===== config.mk =====
export PLATFORM = sky130hd
export DESIGN_NAME = sram_req_arbiter_flat
export DESIGN_NICKNAME = d
export VERILOG_FILES = /design/src/rtl/sram_req_arbiter_if.sv /design/src/rtl/sram_req_arbiter.sv /design/src/flat_wrapper.sv
export SDC_FILE = /design/constraint.sdc
export NUM_CORES = 1
export LEC_CHECK = 0
export CAP_MARGIN = 5
export CORE_AREA = 3 3 126 128
export CTS_CLUSTER_DIAMETER = 80
export DETAILED_ROUTE_END_ITERATION = 8
export DIE_AREA = 0 0 129 131
export GPL_ROUTABILITY_DRIVEN = 0
export GPL_TIMING_DRIVEN = 0
export SLEW_MARGIN = 0
export SYNTH_ARGS = -nofsm -noshare
export SYNTH_HDL_FRONTEND = slang
export SYNTH_SLANG_ARGS = --single-unit

===== constraint.sdc =====
create_clock -name clk -period 5.6 [get_ports clk]
set_input_delay 1.12 -clock clk [delete_from_list [all_inputs] [get_ports clk]]
set_output_delay 1.12 -clock clk [all_outputs]
set_load 0.03 [all_outputs]

===== src/rtl/sram_req_arbiter_if.sv =====
`timescale 1ns/1ps
// SRAM-like request/response port: one request per addr_ok handshake, in-order data_ok.
// The master side issues requests; the slave side accepts them and returns responses.
interface sram_req_arbiter_if;
    logic        req;
    logic        wr;
    logic [1:0]  size;
    logic [3:0]  wstrb;
    logic [31:0] addr;
    logic [31:0] wdata;
    logic        addr_ok;
    logic        data_ok;
    logic [31:0] rdata;

    modport master (
        output req, wr, size, wstrb, addr, wdata,
        input  addr_ok, data_ok, rdata
    );

    modport slave (
        input  req, wr, size, wstrb, addr, wdata,
        output addr_ok, data_ok, rdata
    );
endinterface


===== src/rtl/sram_req_arbiter.sv =====
`timescale 1ns/1ps
// Shares one SRAM-like master port between inst and data requesters; data wins ties.
// Latency: request path 0 cycles (combinational grant), response path 0 cycles (steered by owner FIFO head).
// Backpressure: a presented request is locked until m.addr_ok; m.req drops while MAX_OUTST are outstanding.
module sram_req_arbiter #(
    parameter int MAX_OUTST = 4
) (
    input  logic                          clk,
    input  logic                          rst,
    sram_req_arbiter_if.slave             inst,
    sram_req_arbiter_if.slave             data,
    sram_req_arbiter_if.master            m,
    output logic [$clog2(MAX_OUTST):0]    outst_cnt,
    output logic                          proto_err
);
    localparam int PW = $clog2(MAX_OUTST);
    localparam int CW = PW + 1;

    typedef enum logic [1:0] {
        ST_IDLE   = 2'd0,
        ST_LOCK_I = 2'd1,
        ST_LOCK_D = 2'd2
    } lock_st_t;

    lock_st_t       state;
    lock_st_t       state_nxt;
    logic           gnt_vld;
    logic           gnt_data;
    logic           gnt_req;
    logic           m_req_w;
    logic           full;
    logic           empty;
    logic           push;
    logic           pop;
    logic           head_data;

    logic [MAX_OUTST-1:0] own_q;
    logic [PW-1:0]        wr_ptr;
    logic [PW-1:0]        rd_ptr;
    logic [CW-1:0]        cnt;

    // Lock state register
    always_ff @(posedge clk) begin
        if (rst) begin
            state <= ST_IDLE;
        end else begin
            state <= state_nxt;
        end
    end

    // A request left hanging at the edge pins the grant so the bridge never sees it change.
    always_comb begin
        state_nxt = state;
        if (m_req_w) begin
            if (m.addr_ok) begin
                state_nxt = ST_IDLE;
            end else begin
                state_nxt = gnt_data ? ST_LOCK_D : ST_LOCK_I;
            end
        end
    end

    always_comb begin
        gnt_vld  = 1'b0;
        gnt_data = 1'b0;
        case (state)
            ST_LOCK_I: begin
                gnt_vld  = 1'b1;
                gnt_data = 1'b0;
            end
            ST_LOCK_D: begin
                gnt_vld  = 1'b1;
                gnt_data = 1'b1;
            end
            default: begin
                if (data.req) begin
                    gnt_vld  = 1'b1;
                    gnt_data = 1'b1;
                end else if (inst.req) begin
                    gnt_vld  = 1'b1;
                    gnt_data = 1'b0;
                end
            end
        endcase
    end

    assign full    = (cnt == CW'(MAX_OUTST));
    assign empty   = (cnt == '0);
    assign gnt_req = gnt_vld & (gnt_data ? data.req : inst.req);
    assign m_req_w = gnt_req & ~full & ~rst;

    assign m.req   = m_req_w;
    assign m.wr    = gnt_vld ? (gnt_data ? data.wr    : inst.wr)    : 1'b0;
    assign m.size  = gnt_vld ? (gnt_data ? data.size  : inst.size)  : 2'd0;
    assign m.wstrb = gnt_vld ? (gnt_data ? data.wstrb : inst.wstrb) : 4'd0;
    assign m.addr  = gnt_vld ? (gnt_data ? data.addr  : inst.addr)  : 32'd0;
    assign m.wdata = gnt_vld ? (gnt_data ? data.wdata : inst.wdata) : 32'd0;

    assign push = m_req_w & m.addr_ok;
    assign pop  = m.data_ok & ~empty & ~rst;

    assign inst.addr_ok = push & ~gnt_data;
    assign data.addr_ok = push & gnt_data;

    // Owner bit per outstanding transaction: 1 = data, 0 = inst
    assign head_data    = own_q[rd_ptr];
    assign inst.data_ok = pop & ~head_data;
    assign data.data_ok = pop & head_data;
    assign inst.rdata   = m.rdata;
    assign data.rdata   = m.rdata;

    always_ff @(posedge clk) begin
        if (rst) begin
            own_q  <= '0;
            wr_ptr <= '0;
            rd_ptr <= '0;
            cnt    <= '0;
        end else begin
            if (push) begin
                own_q[wr_ptr] <= gnt_data;
                wr_ptr        <= wr_ptr + 1'b1;
            end
            if (pop) begin
                rd_ptr <= rd_ptr + 1'b1;
            end
            case ({push, pop})
                2'b10:   cnt <= cnt + 1'b1;
                2'b01:   cnt <= cnt - 1'b1;
                default: cnt <= cnt;
            endcase
        end
    end

    always_ff @(posedge clk) begin
        if (rst) begin
            proto_err <= 1'b0;
        end else if (m.data_ok && empty) begin
            proto_err <= 1'b1;
        end
    end

    assign outst_cnt = cnt;
endmodule


===== src/flat_wrapper.sv =====
// flat-port wrapper written by rule: the top's interface ports become plain ports
module sram_req_arbiter_flat 
#(
    parameter int MAX_OUTST = 4
)
  (clk, rst, outst_cnt, proto_err, inst_req, inst_wr, inst_size, inst_wstrb, inst_addr, inst_wdata, inst_addr_ok, inst_data_ok, inst_rdata, data_req, data_wr, data_size, data_wstrb, data_addr, data_wdata, data_addr_ok, data_data_ok, data_rdata, m_req, m_wr, m_size, m_wstrb, m_addr, m_wdata, m_addr_ok, m_data_ok, m_rdata);
  sram_req_arbiter_if inst_i ();
  sram_req_arbiter_if data_i ();
  sram_req_arbiter_if m_i ();
  input  logic clk;
  input  logic rst;
  output logic [$clog2(MAX_OUTST):0] outst_cnt;
  output logic proto_err;
  input wire logic [$bits(inst_i.req)-1:0] inst_req;
  input wire logic [$bits(inst_i.wr)-1:0] inst_wr;
  input wire logic [$bits(inst_i.size)-1:0] inst_size;
  input wire logic [$bits(inst_i.wstrb)-1:0] inst_wstrb;
  input wire logic [$bits(inst_i.addr)-1:0] inst_addr;
  input wire logic [$bits(inst_i.wdata)-1:0] inst_wdata;
  output wire logic [$bits(inst_i.addr_ok)-1:0] inst_addr_ok;
  output wire logic [$bits(inst_i.data_ok)-1:0] inst_data_ok;
  output wire logic [$bits(inst_i.rdata)-1:0] inst_rdata;
  input wire logic [$bits(data_i.req)-1:0] data_req;
  input wire logic [$bits(data_i.wr)-1:0] data_wr;
  input wire logic [$bits(data_i.size)-1:0] data_size;
  input wire logic [$bits(data_i.wstrb)-1:0] data_wstrb;
  input wire logic [$bits(data_i.addr)-1:0] data_addr;
  input wire logic [$bits(data_i.wdata)-1:0] data_wdata;
  output wire logic [$bits(data_i.addr_ok)-1:0] data_addr_ok;
  output wire logic [$bits(data_i.data_ok)-1:0] data_data_ok;
  output wire logic [$bits(data_i.rdata)-1:0] data_rdata;
  output wire logic [$bits(m_i.req)-1:0] m_req;
  output wire logic [$bits(m_i.wr)-1:0] m_wr;
  output wire logic [$bits(m_i.size)-1:0] m_size;
  output wire logic [$bits(m_i.wstrb)-1:0] m_wstrb;
  output wire logic [$bits(m_i.addr)-1:0] m_addr;
  output wire logic [$bits(m_i.wdata)-1:0] m_wdata;
  input wire logic [$bits(m_i.addr_ok)-1:0] m_addr_ok;
  input wire logic [$bits(m_i.data_ok)-1:0] m_data_ok;
  input wire logic [$bits(m_i.rdata)-1:0] m_rdata;
  assign inst_i.req = inst_req;
  assign inst_i.wr = inst_wr;
  assign inst_i.size = inst_size;
  assign inst_i.wstrb = inst_wstrb;
  assign inst_i.addr = inst_addr;
  assign inst_i.wdata = inst_wdata;
  assign inst_addr_ok = inst_i.addr_ok;
  assign inst_data_ok = inst_i.data_ok;
  assign inst_rdata = inst_i.rdata;
  assign data_i.req = data_req;
  assign data_i.wr = data_wr;
  assign data_i.size = data_size;
  assign data_i.wstrb = data_wstrb;
  assign data_i.addr = data_addr;
  assign data_i.wdata = data_wdata;
  assign data_addr_ok = data_i.addr_ok;
  assign data_data_ok = data_i.data_ok;
  assign data_rdata = data_i.rdata;
  assign m_req = m_i.req;
  assign m_wr = m_i.wr;
  assign m_size = m_i.size;
  assign m_wstrb = m_i.wstrb;
  assign m_addr = m_i.addr;
  assign m_wdata = m_i.wdata;
  assign m_i.addr_ok = m_addr_ok;
  assign m_i.data_ok = m_data_ok;
  assign m_i.rdata = m_rdata;
  sram_req_arbiter #(.MAX_OUTST(MAX_OUTST)) u_core (.clk(clk), .rst(rst), .inst(inst_i), .data(data_i), .m(m_i), .outst_cnt(outst_cnt), .proto_err(proto_err));
endmodule

==> reports/metrics.cfg, run 1 <==
[synth]
synth_fp_nets=577
synth_fa_ha_area_share_pct=4.08
yosysSeqAreaShare_pct=12.0
yosysMostFrequentCell=nand2_1
ys_warn_count=0
ys_top_cells_by_count=144 x nand2_1, 74 x a21oi_1, 64 x buf_4
ys_seq_elements=14
synth_edf_count=0
synth_area_mm2=0.00233
yosys.area_share.simple_pct=33.7
synthArstFlopShare_pct=0
synth_top_family_by_area=simple AND/OR/NAND/NOR gates
yosysUniqueCellTypes=31
synthTopCellsByArea=nand2_1 23%, buf_4 21%, a21oi_1 16%
yosysTopAreaCell=nand2_1
synthFlopType=dfxtp_1
synthCells=390
yosys.area.top_type_share_pct=23.2
synth_xor_area_share_pct=1.50
yosys-mux-area-fraction_pct=5.04
synth-compound-area-share_pct=16.8
postSynthAreaPerCell_um2=5.98

[placed_design]
portBuffers=290
dp_slack_ns=0.822
place_inst=868
dpl-instance-area_mm2=0.00547
hpwl_um=10300

[cts]
cts_buffer_depth=2
clock_latency_ns=0.25
cts-root-buf=clkbuf_16
ctsHtreeMaxLevel=1
cts_setup_buffers=0
path_clk_slew_ns=0.05
hold_buffers=0
ctsResizeCount=0
cts_buffers=3
cts_sinks=14
tritoncts=yes

[timing]
tns_ns=0
tightestPinTransition_ns=0.629
period_minus_slack_ns=4.73
setup_viol=0
post-route-period-util_pct=84.6
max_freq_mhz=211
drv_slew=0
relSlewSlack_pct=57.8
finalHoldViolations=0
rsz0062_at_grt=false
clock_skew_ns=0.00157
setup_ws_ns=0.865

[final_layout]
n_antenna_cell=0
area_growth_pct=138
final_cell_count_no_fill=872
nets=872
drive_above_1_share_pct=12.9
stdcell_area_mm2=0.00556

[run_status]
status=completed

[grt]
grt.total_usage_pct=12.4
grt_max_degree=11
grtUsageMet2_pct=22.2
grt_util_met3_pct=2.80
grt_pass1_vias=3125
grt_busiest_layer=met2
grt_remaining_overflow=0
antenna_found_initial=0
met1_usage_pct=15.7
grt_first_pass_wirelength_um=16800

[drt]
antenna_left=0
drt-pass1-iter-count=4
drt_iter0_drc=80
vias=3418
drc_errors=0
post_drt_wl_per_cell_um=14.2
viasPerCell=3.92
totalWireLength_um=12400

[critical_path]
cpMaxStageDelayCell=clkdlybuf4s50_1
cp_data_arrival_time_ns=3.61
critPathMaxStageDelay_ns=0.73
crit_chain=clkdlybuf4s50_1, nand2_1, and2_2, buf_2, clkbuf_1, nand2_1, a21oi_1, clkdlybuf4s50_1
start_kind=input pin
cp-end-kind=primary output
crit_family=buffers and inverters
crit_fanout=10
worst-path-buf-inv=4
cp.required_ns=4.48
critPathKind=in -> out

[power_and_ir_drop]
ir_worst_vdd_mv=0.148
power_mw=1.14
p_leak_nw=2.29
p_per_area_mw_per_mm2=204

[floorplan]
ios=324
core.rowCount=45
core_mm2=0.0150
die_y_um=131
die-area_mm2=0.0169
die_w_um=129
initial_utilization_pct=15.6

[job]
drv_cap=0

[worst_hold_path]
hp-class=reg -> reg

[registers in the layout, summed over array words and instances (netlist names)]
| signal | cells |
|---|---|
| u_core.proto_err | 1 |
| u_core.rd_ptr | 2 |
| u_core.state | 2 |
| u_core.own_q | 4 |
| u_core.wr_ptr | 2 |
| u_core.outst_cnt | 3 |
[cell families (layout without fill, tap and decap cells)]
logic type                 after synthesis  in the layout
and+or+nand+nor                        182            182
buffers and inverters                   98            392
AOI/OAI and AO/OA                       76             76
DFF                                     14             14
muxes                                    9              9
adders and majority gates                7              7
xor gates and xnor gates                 4              4
[stage by stage]
stage / hold slack [ns] / utilization, %
2_1_floorplan: 0.446 / -
3_3_place_gp: 0.455 / 36.5
3_5_place_dp: 0.467 / 36.5
4_1_cts: 0.478 / 37.1
5_1_grt: 0.496 / 37.1
6_report: 0.474 / 37.1
[power by group]
| group | internal, mW | leakage (nW) | switching (mW) | total, mW |
|---|---|---|---|---|
| registers | 0.108 | 0.114 | 0.00732 | 0.116 |
| logic | 0.395 | 2.13 | 0.474 | 0.869 |
| clock network | 0.108 | 0.0442 | 0.0427 | 0.151 |
| total | 0.611 | 2.29 | 0.524 | 1.14 |
[cells in the final DEF (no fill, tap or decap), types with 2 or more instances in the layout]
| cell | netlist | routed |
|---|---|---|
| a21oi_1 | 74 | 74 |
| buf_1 | 4 | 4 |
| buf_2 | 9 | 9 |
| buf_4 | 64 | 64 |
| clkbuf_1 | 13 | 13 |
| clkbuf_16 | 0 | 3 |
| clkdlybuf4s50_1 | 0 | 290 |
| dfxtp_1 | 14 | 14 |
| ha_1 | 6 | 6 |
| inv_1 | 7 | 7 |
| mux2_4 | 3 | 3 |
| mux2i_1 | 5 | 5 |
| nand2_1 | 144 | 144 |
| nand2b_1 | 7 | 7 |
| nor2_1 | 13 | 13 |
| nor3_1 | 3 | 3 |
| nor4b_1 | 4 | 4 |
| or3_1 | 2 | 2 |
| xor2_1 | 4 | 4 |
[path summary, 6_finish.rpt]
kind                         endpoint        startpoint  slack (ns)  cells after the start
hold reg to reg      u_core.proto_err  u_core.proto_err        0.47                      2
hold / removal       u_core.proto_err  u_core.proto_err        0.47                      2
setup / recovery          m_wdata[20]          data_req        0.87                      8
setup reg to reg  u_core.outst_cnt[2]   u_core.state[0]        2.78                     11
[area by class of cell]
class / instances / area, µm²
timing repair buffer: 290 / 2900
fill: 1578 / 9420
buffer: 91 / 601
sequential: 14 / 280
tap: 188 / 235
clock buffer: 4 / 88.8
multi-input combinational: 278 / 1430
inverter: 7 / 26.3
[layer usage]
| metal | vias up | share of wire (%) |
|---|---|---|
| li1 | 1777 | - |
| met1 | 1476 | 41 |
| met2 | 159 | 51 |
| met3 | 6 | 8.1 |
| met4 | 0 | 0.49 |
| met5 | - | 0 |
[worst register-to-register path, stage by stage (launching register included)]
cell and delay (ns):
dfxtp_1 0.30, inv_1 0.05, ha_1 0.33, nor3_1 0.54, or3_1 0.22, buf_6 0.12
ha_1 0.17, inv_1 0.06, fa_1 0.37, xor2_1 0.15, or3_1 0.31, a21oi_1 0.14
No activity file was read; power rests on OpenSTA's default activity.
==> run 2, diff against run 1 <==
Settings changed: CORE_AREA 3 3 126 128 to 3 3 125 127, DIE_AREA 0 0 129 131 to 0 0 128 130.
Clock period 5.6 ns to 4 ns, I/O delays scaled along.
==> run 2 against run 1 <==
  * Global-route usage up 1.2 points
  * Clock power up 38%
  * First-iteration DRC count up 6.3%
  * Via count up 0.56%
  * Critical endpoint is now m_addr[1]
  * Largest power group unchanged
==> reports/metrics.cfg, run 2 (synthesis results as in run 1) <==
[run_status]
status=completed

[grt]
grt_pass1_vias=3306  ; +5.8%
grt_first_pass_wirelength_um=18200  ; +8.4%
grt_remaining_overflow=0  ; unchanged
grt.total_usage_pct=13.6  ; +1.2 points
grt_max_degree=11  ; unchanged
antenna_found_initial=0  ; unchanged

[cts]
cts_buffers=3  ; unchanged
ctsHtreeMaxLevel=1  ; unchanged
cts_sinks=14  ; unchanged
clock_latency_ns=0.24  ; about the same
path_clk_slew_ns=0.04  ; about the same
cts-root-buf=clkbuf_16
hold_buffers=0  ; unchanged
tritoncts=yes
cts_buffer_depth=2  ; unchanged

[final_layout]
regMostFlops=u_core.own_q
utilization_pct=39.0  ; +1.8 points
final_cell_mix=249 x clkdlybuf4s50_1, 144 x nand2_1, 74 x a21oi_1, 64 x buf_4, 40 x dlymetal6s2s_1
regArea_um2=280  ; unchanged
drive_above_1_share_pct=14.0  ; +1.2 points
final_cell_count_no_fill=868  ; -0.46%
area_growth_pct=143
n_antenna_cell=0  ; unchanged
layout_commonest_cell=clkdlybuf4s50_1
nets=872  ; unchanged
n_fill_cell=1534  ; -2.8%
largest_register_ff_count=4  ; unchanged
multiInputGateArea_mm2=0.00143  ; unchanged

[critical_path]
timing.rr.start=u_core.state[0]
cp.required_ns=3.20  ; -1.28 ns
rrSetupSlack_ns=1.23  ; -1.55 ns
cpMaxStageDelayCell=clkdlybuf4s50_1
crit_fanout=10  ; unchanged
worst-path-buf-inv=4  ; unchanged
start_kind=input pin
critPathMaxStageDelay_ns=0.72  ; about the same
path_common_cell=nand2_1
crit_chain=clkdlybuf4s50_1, nand2_1, nand2_1, buf_2, buf_2, nand2_1, a21oi_1, clkdlybuf4s50_1
rr_endpoint=u_core.outst_cnt[2]
crit_path_start=data_req
cp-end-kind=primary output
crit_family=buffers and inverters
cp_data_arrival_time_ns=3.05  ; -0.56 ns
cp.depth=8  ; unchanged
endpoint=m_addr[1]
reg2regPathDepth=11  ; unchanged
critPathKind=in -> out

[drt]
drt_iter0_drc=85  ; +6.3%
drt-pass1-iter-count=4  ; unchanged
vias=3437  ; +0.56%
post_drt_wl_per_cell_um=14.8  ; +4.5%
antenna_left=0  ; unchanged
drc_errors=0  ; unchanged
viasPerCell=3.96  ; +1.0%
totalWireLength_um=12800  ; +4.0%

[timing]
setup_viol=0  ; unchanged
period_minus_slack_ns=3.85
tightestPinTransition_ns=0.584  ; -0.0451 ns
relSlewSlack_pct=60.8  ; +3.0 points
holdWs_ns=0.468  ; -0.00646 ns
clock_skew_ns=0.00233  ; +0.000761 ns
rsz0062_at_grt=false
finalHoldViolations=0  ; unchanged
max_freq_mhz=260
post-route-period-util_pct=96.1
drv_slew=0  ; unchanged

[power_and_ir_drop]
p_per_area_mw_per_mm2=278  ; +36%
power_mw=1.57  ; +39%
ir_worst_vdd_mv=0.127  ; -14%
p_leak_nw=2.80  ; +22%

[floorplan]
core.rowCount=44  ; -2.2%
die_y_um=130  ; -0.76%
initial_utilization_pct=16.1  ; +0.47 points
core_mm2=0.0145  ; -3.0%
die-area_mm2=0.0166  ; -1.5%
ios=324  ; unchanged
die_w_um=128  ; -0.78%

[job]
drv_cap=0  ; unchanged

[worst_hold_path]
hold_path_depth=2  ; unchanged
hp-class=reg -> reg

[placed_design]
portBuffers=290  ; unchanged
hpwl_um=10900  ; +5.7%
place_inst=864  ; -0.46%

run 2: changes by cell type in the layout (fill, tap and decap cells not counted), sizes merged:
cell	before	now
dlygate4sd2	0	1
clkdlybuf4s50	290	249
buf	78	75
clkbuf	17	20
dlymetal6s2s	0	40
run 2: final cells by class:
type,count,share of cell area (%)
plain buffers,91,10.8
clock buffers,4,1.57
inverters,7,0.464
multi-input cells,278,25.2
flip-flops and latches,14,4.95
well taps,184,4.06
repair buffers,290,53.0
run 2: worst min path at each step:
stage / start / endpoint / slack, ns
global route: u_core.proto_err / u_core.proto_err / 0.49
detailed placement: u_core.own_q[1] / u_core.own_q[1] / 0.47
finish: u_core.own_q[1] / u_core.own_q[1] / 0.47
CTS: u_core.own_q[1] / u_core.own_q[1] / 0.47
floorplan: u_core.own_q[1] / u_core.own_q[1] / 0.45
global placement: u_core.proto_err / u_core.proto_err / 0.45
run 2: stage by stage:
| stage | setup TNS (ns) | area (µm²) | setup WS [ns] |
|---|---|---|---|
| 3_3_place_gp | -3.84 | 5470 | -0.203 |
| 4_1_cts | 0 | 5560 | 0.000780 |
| 6_report | 0 | 5660 | 0.154 |
| 5_1_grt | 0 | 5660 | 0.000336 |
| 3_5_place_dp | -2.16 | 5470 | -0.209 |
| 2_1_floorplan | 0 | 2330 | 1.22 |
run 2: worst register-to-register path, delay by kind of cell (launching register included):
kind                     cells  cell delay (ns)
buffers and inverters        3             0.23
adder cells (fa/ha/maj)      3             0.87
XOR/XNOR                     1             0.16
AND/OR/NAND/NOR              3             1.03
AO/OA/AOI/OAI                1             0.14
flip-flops                   1             0.30
run 2: report_power, final:
group          internal (mW)  switching, mW
Sequential             0.152         0.0100
Combinational          0.544          0.661
Clock                  0.151         0.0566
Total                  0.847          0.728
run 2: repair_timing:
item                                    4_1_cts  5_1_grt
endpoints found under the setup margin       70       64
resized for setup                             6       43
setup buffers                                 0        0
pin swaps                                     0        0
run 2: per-layer routing:
layer	share of wire (%)	global-route usage, %
met1	41	17.3
met2	51	24.1
met3	7.7	2.95
met4	0.65	1.87
met5	0	0
